[config.mk]
export PLATFORM = sky130hd
export DESIGN_NAME = mem_access_initiator
export DESIGN_NICKNAME = d
export VERILOG_FILES = /design/src/rtl/y86_pkg.sv /design/src/rtl/mem_op_decode.sv /design/src/rtl/mem_access_initiator.sv
export SDC_FILE = /design/constraint.sdc
export NUM_CORES = 1
export LEC_CHECK = 0
export BUFFER_PORTS_ARGS = -buffer_cell sky130_fd_sc_hd__buf_2
export CAP_MARGIN = 10
export CORE_AREA = 5 5 178 180
export CTS_BUF_LIST = sky130_fd_sc_hd__clkbuf_4 sky130_fd_sc_hd__clkbuf_8
export CTS_CLUSTER_SIZE = 8
export DETAILED_ROUTE_END_ITERATION = 8
export DIE_AREA = 0 0 183 185
export GPL_ROUTABILITY_DRIVEN = 0
export PLACE_DENSITY = 0.66
export SYNTH_ARGS = -nofsm -noshare
export SYNTH_HDL_FRONTEND = slang
export SYNTH_SLANG_ARGS = --single-unit
[constraint.sdc]
create_clock -name clk -period 7.6 [get_ports clk]
set_clock_uncertainty 0.05 [all_clocks]
set_input_delay 0.76 -clock clk [delete_from_list [all_inputs] [get_ports clk]]
set_output_delay 0.76 -clock clk [all_outputs]
set_load 0.005 [all_outputs]
[src/rtl/y86_pkg.sv]
// Shared Y86 definitions: icode values, memory-initiator FSM states, operand selects.
// Latency: none (declarations only).
// Backpressure: none (declarations only).
package y86_pkg;

  localparam logic [3:0] IHALT   = 4'h0;
  localparam logic [3:0] INOP    = 4'h1;
  localparam logic [3:0] IRRMOVQ = 4'h2;
  localparam logic [3:0] IIRMOVQ = 4'h3;
  localparam logic [3:0] IRMMOVQ = 4'h4;
  localparam logic [3:0] IMRMOVQ = 4'h5;
  localparam logic [3:0] IOPQ    = 4'h6;
  localparam logic [3:0] IJXX    = 4'h7;
  localparam logic [3:0] ICALL   = 4'h8;
  localparam logic [3:0] IRET    = 4'h9;
  localparam logic [3:0] IPUSHQ  = 4'hA;
  localparam logic [3:0] IPOPQ   = 4'hB;

  // Address comes from valE unless the stack is being popped through valA.
  localparam logic ADDR_SEL_VALE = 1'b0;
  localparam logic ADDR_SEL_VALA = 1'b1;

  // Write data is valA except for call, which stores the return address valP.
  localparam logic DATA_SEL_VALA = 1'b0;
  localparam logic DATA_SEL_VALP = 1'b1;

  typedef enum logic [1:0] {
    ST_IDLE = 2'd0,
    ST_REQ  = 2'd1,
    ST_DONE = 2'd2,
    ST_ERR  = 2'd3
  } mai_state_e;

endpackage

[src/rtl/mem_op_decode.sv]
// Maps a Y86 icode to the data-memory operation and its operand selects.
// Latency: purely combinational.
// Backpressure: none; output follows icode.
module mem_op_decode
  import y86_pkg::*;
(
  input  logic [3:0] icode,
  output logic       is_rd,
  output logic       is_wr,
  output logic       addr_sel,
  output logic       data_sel
);

  // Table lookup; anything not touching memory leaves both strobes low.
  always_comb begin
    is_rd    = 1'b0;
    is_wr    = 1'b0;
    addr_sel = ADDR_SEL_VALE;
    data_sel = DATA_SEL_VALA;
    case (icode)
      IRMMOVQ, IPUSHQ: is_wr = 1'b1;
      IMRMOVQ:         is_rd = 1'b1;
      IRET, IPOPQ: begin
        is_rd    = 1'b1;
        addr_sel = ADDR_SEL_VALA;
      end
      ICALL: begin
        is_wr    = 1'b1;
        data_sel = DATA_SEL_VALP;
      end
      default: ;
    endcase
  end

endmodule

[src/rtl/mem_access_initiator.sv]
// Memory-stage initiator: decodes the access and runs a req/ack handshake to data memory.
// Latency: no-access done 1 cycle after start; access done in the cycle after the ack edge.
// Backpressure: holds mem_req and operands stable until mem_ack; errors after TIMEOUT waits.
module mem_access_initiator
  import y86_pkg::*;
#(
  parameter int MEM_DEPTH = 256,
  parameter int TIMEOUT   = 15
) (
  input  logic        clk,
  input  logic        reset,
  input  logic        start,
  input  logic [3:0]  icode,
  input  logic [63:0] valA,
  input  logic [63:0] valE,
  input  logic [63:0] valP,
  output logic        busy,
  output logic        done,
  output logic [63:0] valM,
  output logic        m_module_error,
  output logic        mem_req,
  output logic        mem_we,
  output logic [63:0] mem_addr,
  output logic [63:0] mem_wdata,
  input  logic        mem_ack,
  input  logic [63:0] mem_rdata
);

  localparam int          CNT_W    = $clog2(TIMEOUT + 1);
  localparam logic [63:0] ADDR_MAX = 64'(MEM_DEPTH - 1);

  mai_state_e       state_q, state_d;
  logic [CNT_W-1:0] cnt_q, cnt_d, cnt_inc;
  logic             we_q, we_d;
  logic [63:0]      addr_q, addr_d;
  logic [63:0]      wdata_q, wdata_d;
  logic [63:0]      valm_q, valm_d;

  logic        is_rd, is_wr, addr_sel, data_sel;
  logic [63:0] sel_addr, sel_data;

  mem_op_decode u_decode (
    .icode    (icode),
    .is_rd    (is_rd),
    .is_wr    (is_wr),
    .addr_sel (addr_sel),
    .data_sel (data_sel)
  );

  assign sel_addr = (addr_sel == ADDR_SEL_VALA) ? valA : valE;
  assign sel_data = (data_sel == DATA_SEL_VALP) ? valP : valA;
  assign cnt_inc  = cnt_q + 1'b1;

  // State register; reset drops out of REQ immediately so mem_req falls without a clock.
  always_ff @(posedge clk or posedge reset) begin
    if (reset) state_q <= ST_IDLE;
    else       state_q <= state_d;
  end

  // Latched operation, wait counter and read-data register.
  always_ff @(posedge clk or posedge reset) begin
    if (reset) begin
      cnt_q   <= '0;
      we_q    <= 1'b0;
      addr_q  <= '0;
      wdata_q <= '0;
      valm_q  <= '0;
    end else begin
      cnt_q   <= cnt_d;
      we_q    <= we_d;
      addr_q  <= addr_d;
      wdata_q <= wdata_d;
      valm_q  <= valm_d;
    end
  end

  // Next-state: range check happens before any request so bad addresses never reach memory.
  always_comb begin
    state_d = state_q;
    case (state_q)
      ST_IDLE: begin
        if (start) begin
          if (!(is_rd || is_wr))      state_d = ST_DONE;
          else if (sel_addr > ADDR_MAX) state_d = ST_ERR;
          else                        state_d = ST_REQ;
        end
      end
      ST_REQ: begin
        if (mem_ack)                          state_d = ST_DONE;
        else if (cnt_inc == CNT_W'(TIMEOUT))  state_d = ST_ERR;
      end
      ST_DONE: state_d = ST_IDLE;
      ST_ERR:  state_d = ST_ERR;
      default: state_d = ST_IDLE;
    endcase
  end

  // Datapath next values: capture operands on accept, count waits, take read data on ack.
  always_comb begin
    cnt_d   = cnt_q;
    we_d    = we_q;
    addr_d  = addr_q;
    wdata_d = wdata_q;
    valm_d  = valm_q;
    if (state_q == ST_IDLE && start) begin
      cnt_d   = '0;
      we_d    = is_wr;
      addr_d  = sel_addr;
      wdata_d = sel_data;
    end else if (state_q == ST_REQ) begin
      if (mem_ack) begin
        if (!we_q) valm_d = mem_rdata;
      end else begin
        cnt_d = cnt_inc;
      end
    end
  end

  // Outputs decoded from state; request operands come straight from the latched registers.
  always_comb begin
    busy           = (state_q == ST_REQ) || (state_q == ST_DONE);
    done           = (state_q == ST_DONE);
    mem_req        = (state_q == ST_REQ);
    m_module_error = (state_q == ST_ERR);
    mem_we         = we_q;
    mem_addr       = addr_q;
    mem_wdata      = wdata_q;
    valM           = valm_q;
  end

endmodule

# Word-level counts from Yosys, hierarchy flattened
# Index checks and enable logic that the tools add are counted.
dict set report op_classes {
  addsub 1
  multipliers 0
  div 0
  magnitude_cmp 1
  eq_ne 13
  n_shift 0
  n_mux 15
  n_bitwise 2
  reduce_logical 11
}
# op count
set op_table {}
lappend op_table {{$mux 64} 2}
lappend op_table {{$gt 64x8->1 const B} 1}
lappend op_table {{$eq 4x4->1 const B} 5}
lappend op_table {{$mux 4} 3}
lappend op_table {{$mux 2} 5}
lappend op_table {{$eq 4x3->1 const B} 2}
lappend op_table {{$pmux 2 s4} 1}
lappend op_table {{$reduce_or 3->1} 2}
lappend op_table {{$add 4x1->4 const B} 1}
lappend op_table {{$eq 2x2->1 const B} 2}
lappend op_table {{$mux 1} 4}
lappend op_table {{$reduce_and 2->1} 2}
lappend op_table {{$reduce_and 4->1} 1}
lappend op_table {{$ne 3x1->1 const B} 1}
lappend op_table {{$eq 2x1->1 const B} 1}
lappend op_table {{$logic_not 2->1} 1}
lappend op_table {{$logic_or 1x1->1} 2}
lappend op_table {{$ne 2x1->1 const B} 1}
lappend op_table {{$ne 2x2->1 const B} 1}
lappend op_table {{$not 1->1} 2}
lappend op_table {{$reduce_bool 2->1} 1}
lappend op_table {{$reduce_or 2->1} 1}
lappend op_table {{$logic_and 1x1->1} 1}
dict set report word_totals {
  reg_bits 199
  latch_bits 0
  mem_bits_rw 0
  romBits 0
  inputBits 264
  elab_cells 49
  n_memories 0
}

# Depth between registers and ports, before layout
dict set report logic_depth {
  word_depth 9
  depth_mapped 8
  mapped_depth_nobuf 7
}

# By module
# From an unflattened synthesis, not the netlist that was laid out.
dict set report unflattened {
  hier_cells 789
  area_unflattened_um2 8961.1
}
# mod instances cells_per_inst area_per_inst_um2 seq_area_each_um2
set by_module_without_submodules {}
lappend by_module_without_submodules {mem_access_initiator 1 782 8923.6 4979.8}
lappend by_module_without_submodules {mem_op_decode 1 7 37.5 0.0}

# Worst setup path before layout
# OpenSTA, ideal clock, no wires.
dict set report synth_timing {
  kind {input to register}
  startpoint {in valA[11]}
  endpoint {reg state_q[1]}
  setup_time_ps 130
  arrival_ps 1987
  required_time_ps 7420
  slack_ps 5432
  cell_stages 5
  path_buffers 0
  path_cell_list {or4_4 -> nor4_2 -> nand4_1 -> a2111oi_2 -> o31ai_1}
}
dict set report synth_via {
  elab_chain_cells 6
}
# item line
set synth_rtl {}
lappend synth_rtl {{start: declaration} mem_access_initiator.sv:14} ;# input logic [63:0] valA,
lappend synth_rtl {{$mux 64} mem_access_initiator.sv:50} ;# assign sel_addr = (addr_sel == ADDR_SEL_VALA) ? valA : valE;
lappend synth_rtl {{$gt 64x8->1} mem_access_initiator.sv:84} ;# else if (sel_addr > ADDR_MAX) state_d = ST_ERR;
lappend synth_rtl {{$mux 2} mem_access_initiator.sv:84}
lappend synth_rtl {{$mux 2} mem_access_initiator.sv:83} ;# if (!(is_rd || is_wr)) state_d = ST_DONE;
lappend synth_rtl {{$mux 2} mem_access_initiator.sv:82} ;# if (start) begin
lappend synth_rtl {{$pmux 2 s4} mem_access_initiator.sv:80} ;# case (state_q)
lappend synth_rtl {{end signal: assignment} mem_access_initiator.sv:57} ;# else state_q <= state_d;
lappend synth_rtl {{end: declaration} mem_access_initiator.sv:32} ;# mai_state_e state_q, state_d;
# No other way between the ends. The select of a mux whose other input is x is not followed.
# A chain may end at the register's enable or synchronous reset.

# Worst setup path after layout
dict set report layout_timing {
  startpoint {reg state_q[1]}
  endpoint {reg addr_q[51], in the netlist mem_addr[51]}
}
dict set report layout_via {
  elab_chain_cells 2
}
# item line
set layout_rtl {}
lappend layout_rtl {{$logic_not 2->1} mem_access_initiator.sv:105} ;# if (state_q == ST_IDLE && start) begin
lappend layout_rtl {{$logic_and 1x1->1} mem_access_initiator.sv:105}
lappend layout_rtl {{end signal: assignment} mem_access_initiator.sv:71} ;# addr_q <= addr_d;
lappend layout_rtl {{end: declaration} mem_access_initiator.sv:35} ;# logic [63:0] addr_q, addr_d;
# No other way between the ends.

==> impl_metrics.json <==
{
  "synth_area_leaders": "dfrtp_1 (56%), mux2i_1 (14%), mux2_2 (7.0%), o21ai_0 (6.8%), nand2_1 (5.6%)",
  "post-cts-setup-buffers": 0,
  "worstPathArrival_ps": 3050,
  "timing.rr.end": "mem_addr[51]$_DFFE_PP0P_",
  "holdPathEnd": "mem_addr[1]$_DFFE_PP0P_",
  "ios": 461,
  "drt_pass1_iterations": 5,
  "nNetsFinal": 1493,
  "clock-root-buffer": "clkbuf_8",
  "area_growth_pct": 33.7,
  "tns_ps": 0,
  "internal_power_mw": 2.55,
  "ys_async_sr_fraction_pct": 100,
  "p_seq_share_pct": 45.1,
  "yosys_warnings": 0,
  "drive_above_1_share_pct": 46.0,
  "vias": 7751,
  "cts_buffers": 17,
  "grt_setup_unrepaired": "no",
  "hold_violations": 0,
  "powerDensity_mw_per_mm2": 338,
  "switching_power_mw": 1.51,
  "power_frac_comb_pct": 38.1,
  "crit_required_ps": 7860,
  "yosysTopAreaCellShare_pct": 55.5,
  "min_path_cells": 2,
  "clock_sinks": 199,
  "die_x_um": 183,
  "rr_worst_depth": 5,
  "swShare_pct": 37.2,
  "p_total_mw": 4.06,
  "overflow": 0,
  "critPathKind": "reg -> reg",
  "worstSkewPairLatency_ps": 460,
  "cts_buffer_depth": 2,
  "seq_area_frac_synth_pct": 55.5,
  "antenna_found_initial": 2,
  "wl_um": 34000,
  "min_from": "mem_addr[1]$_DFFE_PP0P_",
  "cts.clk_slew.worst_paths_ps": 120,
  "htreeDepth": 4,
  "finalSetupViolCount": 0,
  "hp-class": "reg -> reg",
  "synth-edff-count": 0,
  "fp-row-count": 64,
  "worst_pin_slew_ps": 1020,
  "start_util_pct": 29.9,
  "p_leak_nw": 6.25,
  "ctsResizeCount": 0,
  "final_common_cell": "buf_2",
  "ant_nets": 0,
  "critPathMaxFanout": 112,
  "fillers": 3016,
  "clkPwrFrac_pct": 16.7,
  "fmax_mhz": 359,
  "hold_buffers": 0,
  "max-vdd-ir-drop_uv": 139,
  "avgSynthCellArea_um2": 11.4,
  "finalMaxSlewViolations": 0,
  "final_cell_mix": "buf_2 (460), dfrtp_1 (199), nand2_1 (133), mux2i_1 (129), o21ai_0 (121)",
  "status": "finished, final reports clean",
  "fin_crit_sh_pct": 36.7,
  "grt_pass1_vias": 7831,
  "core_area_mm2": 0.0300,
  "cp-start-kind": "register",
  "syn_area_mm2": 0.00897,
  "grt_max_degree": 143,
  "layout_setup_ws_ps": 4810,
  "die_area_mm2": 0.0339,
  "slew_headroom_pct": 32.1,
  "grtUsageTotal_pct": 19.3,
  "die_h_um": 185,
  "netlist_instances": 786,
  "maxCapViolCount": 0,
  "ys_ff_latch": 199,
  "tritoncts": "done",
  "grt_pass1_wl_um": 49500,
  "r2r_slack_ps": 4810,
  "synth_cell_types": 38,
  "dp_slack_ps": 4570,
  "synth_top_cell_by_area": "dfrtp_1",
  "dr.first_iter.drc_count": 327,
  "dp_hpwl_um": 26900,
  "end_kind": "register",
  "finalCriticalPeriod_ps": 2790,
  "drc": 0,
  "ys.flop_type": "dfrtp_1",
  "via_per_inst": 4.75,
  "portBuffers": 460,
  "r2r-start": "state_q[1]$_DFFE_PP0P_",
  "synth_nets": 1057,
  "wl_per_cell_um": 20.8
}
[synthesized netlist by cell type (3+ instances only)]
master,number
dfrtp_1,199
nand2_1,134
mux2i_1,129
o21ai_0,121
mux2_2,56
clkbuf_1,30
nor4_1,20
buf_2,14
mux2_1,8
nor2_1,8
ha_1,7
o21ai_1,7
buf_4,6
nand4_1,6
nor3_1,6
inv_1,4
a21oi_1,3
[layer usage]
layer	global-route usage, %	routed length, um	vias to the layer above
li1	-	-	3639
met1	24.1	13900	3761
met2	32.7	16700	325
met3	5.56	2700	26
met4	5.30	711	0
met5	0	0	-
[cell type report]
| class | instances | area (um^2) | area share (%) |
|---|---|---|---|
| Clock inverter | 13 | 111 | 0.929 |
| Tap cell | 396 | 495 | 4.13 |
| Inverter | 4 | 22.5 | 0.188 |
| Timing Repair Buffer | 467 | 2350 | 19.6 |
| Antenna cell | 2 | 5.00 | 0.0417 |
| Multi-Input combinational cell | 533 | 3760 | 31.4 |
| Clock buffer | 19 | 262 | 2.18 |
| Sequential cell | 199 | 4980 | 41.5 |
[cell families (layout without fill, tap and decap cells)]
kind of cell             Yosys count  after routing  share of synthesized area, %
AO/OA/AOI/OAI                    139            139                          8.12
other                              0              2                             0
XOR/XNOR                           3              3                         0.293
AND/OR/NAND/NOR                  191            191                          9.97
adder cells (fa/ha/maj)            7              7                         0.976
flip-flops                       199            199                          55.5
multiplexers                     193            193                          22.4
buffers and inverters             54            503                          2.71
[state kept, by name (all words and copies together) (netlist names)]
register,count
cnt_q,4
mem_addr,64
mem_wdata,64
mem_we,1
state_q,2
valM,64
[power by group through the flow]
stage / clock (mW) / combinational, mW / sequential [mW]
5_1_grt: 0.747 / 1.74 / 1.90
3_5_place_dp: 0 / 1.59 / 1.85
6_report: 0.678 / 1.55 / 1.83
3_3_place_gp: 0 / 1.56 / 1.83
4_1_cts: 0.706 / 1.59 / 1.83
2_1_floorplan: 0 / 0.676 / 1.88
[stage by stage]
step           instances  hold slack (ps)  utilization, %  instance area, um^2
3_5_place_dp        1599              414            38.7                11600
3_3_place_gp        1599              408            38.7                11600
6_report            1633              431            39.9                12000
5_1_grt             1632              429            39.9                12000
2_1_floorplan        786              423               -                 8970
4_1_cts             1631              425            39.9                12000
[worst max-delay path, cell delays in order (launching register included)]
cell	delay (ps)
dfrtp_1	500
inv_1	130
ha_1	250
nand2_4	490
buf_4	890
o21ai_0	250
[worst max-delay path by stage]
stage	start	end	slack, ps	cells past startpoint
global route	state_q[1]$_DFFE_PP0P_	mem_addr[52]$_DFFE_PP0P_	4570	5
CTS	state_q[1]$_DFFE_PP0P_	mem_addr[51]$_DFFE_PP0P_	4800	5
global placement	icode[2]	state_q[1]$_DFFE_PP0P_	4630	6
floorplan	reset	cnt_q[0]$_DFFE_PP0P_	1360	1
detailed placement	icode[2]	state_q[1]$_DFFE_PP0P_	4570	6
finish	state_q[1]$_DFFE_PP0P_	mem_addr[51]$_DFFE_PP0P_	4810	5
Power figures use the tool's default switching activity.
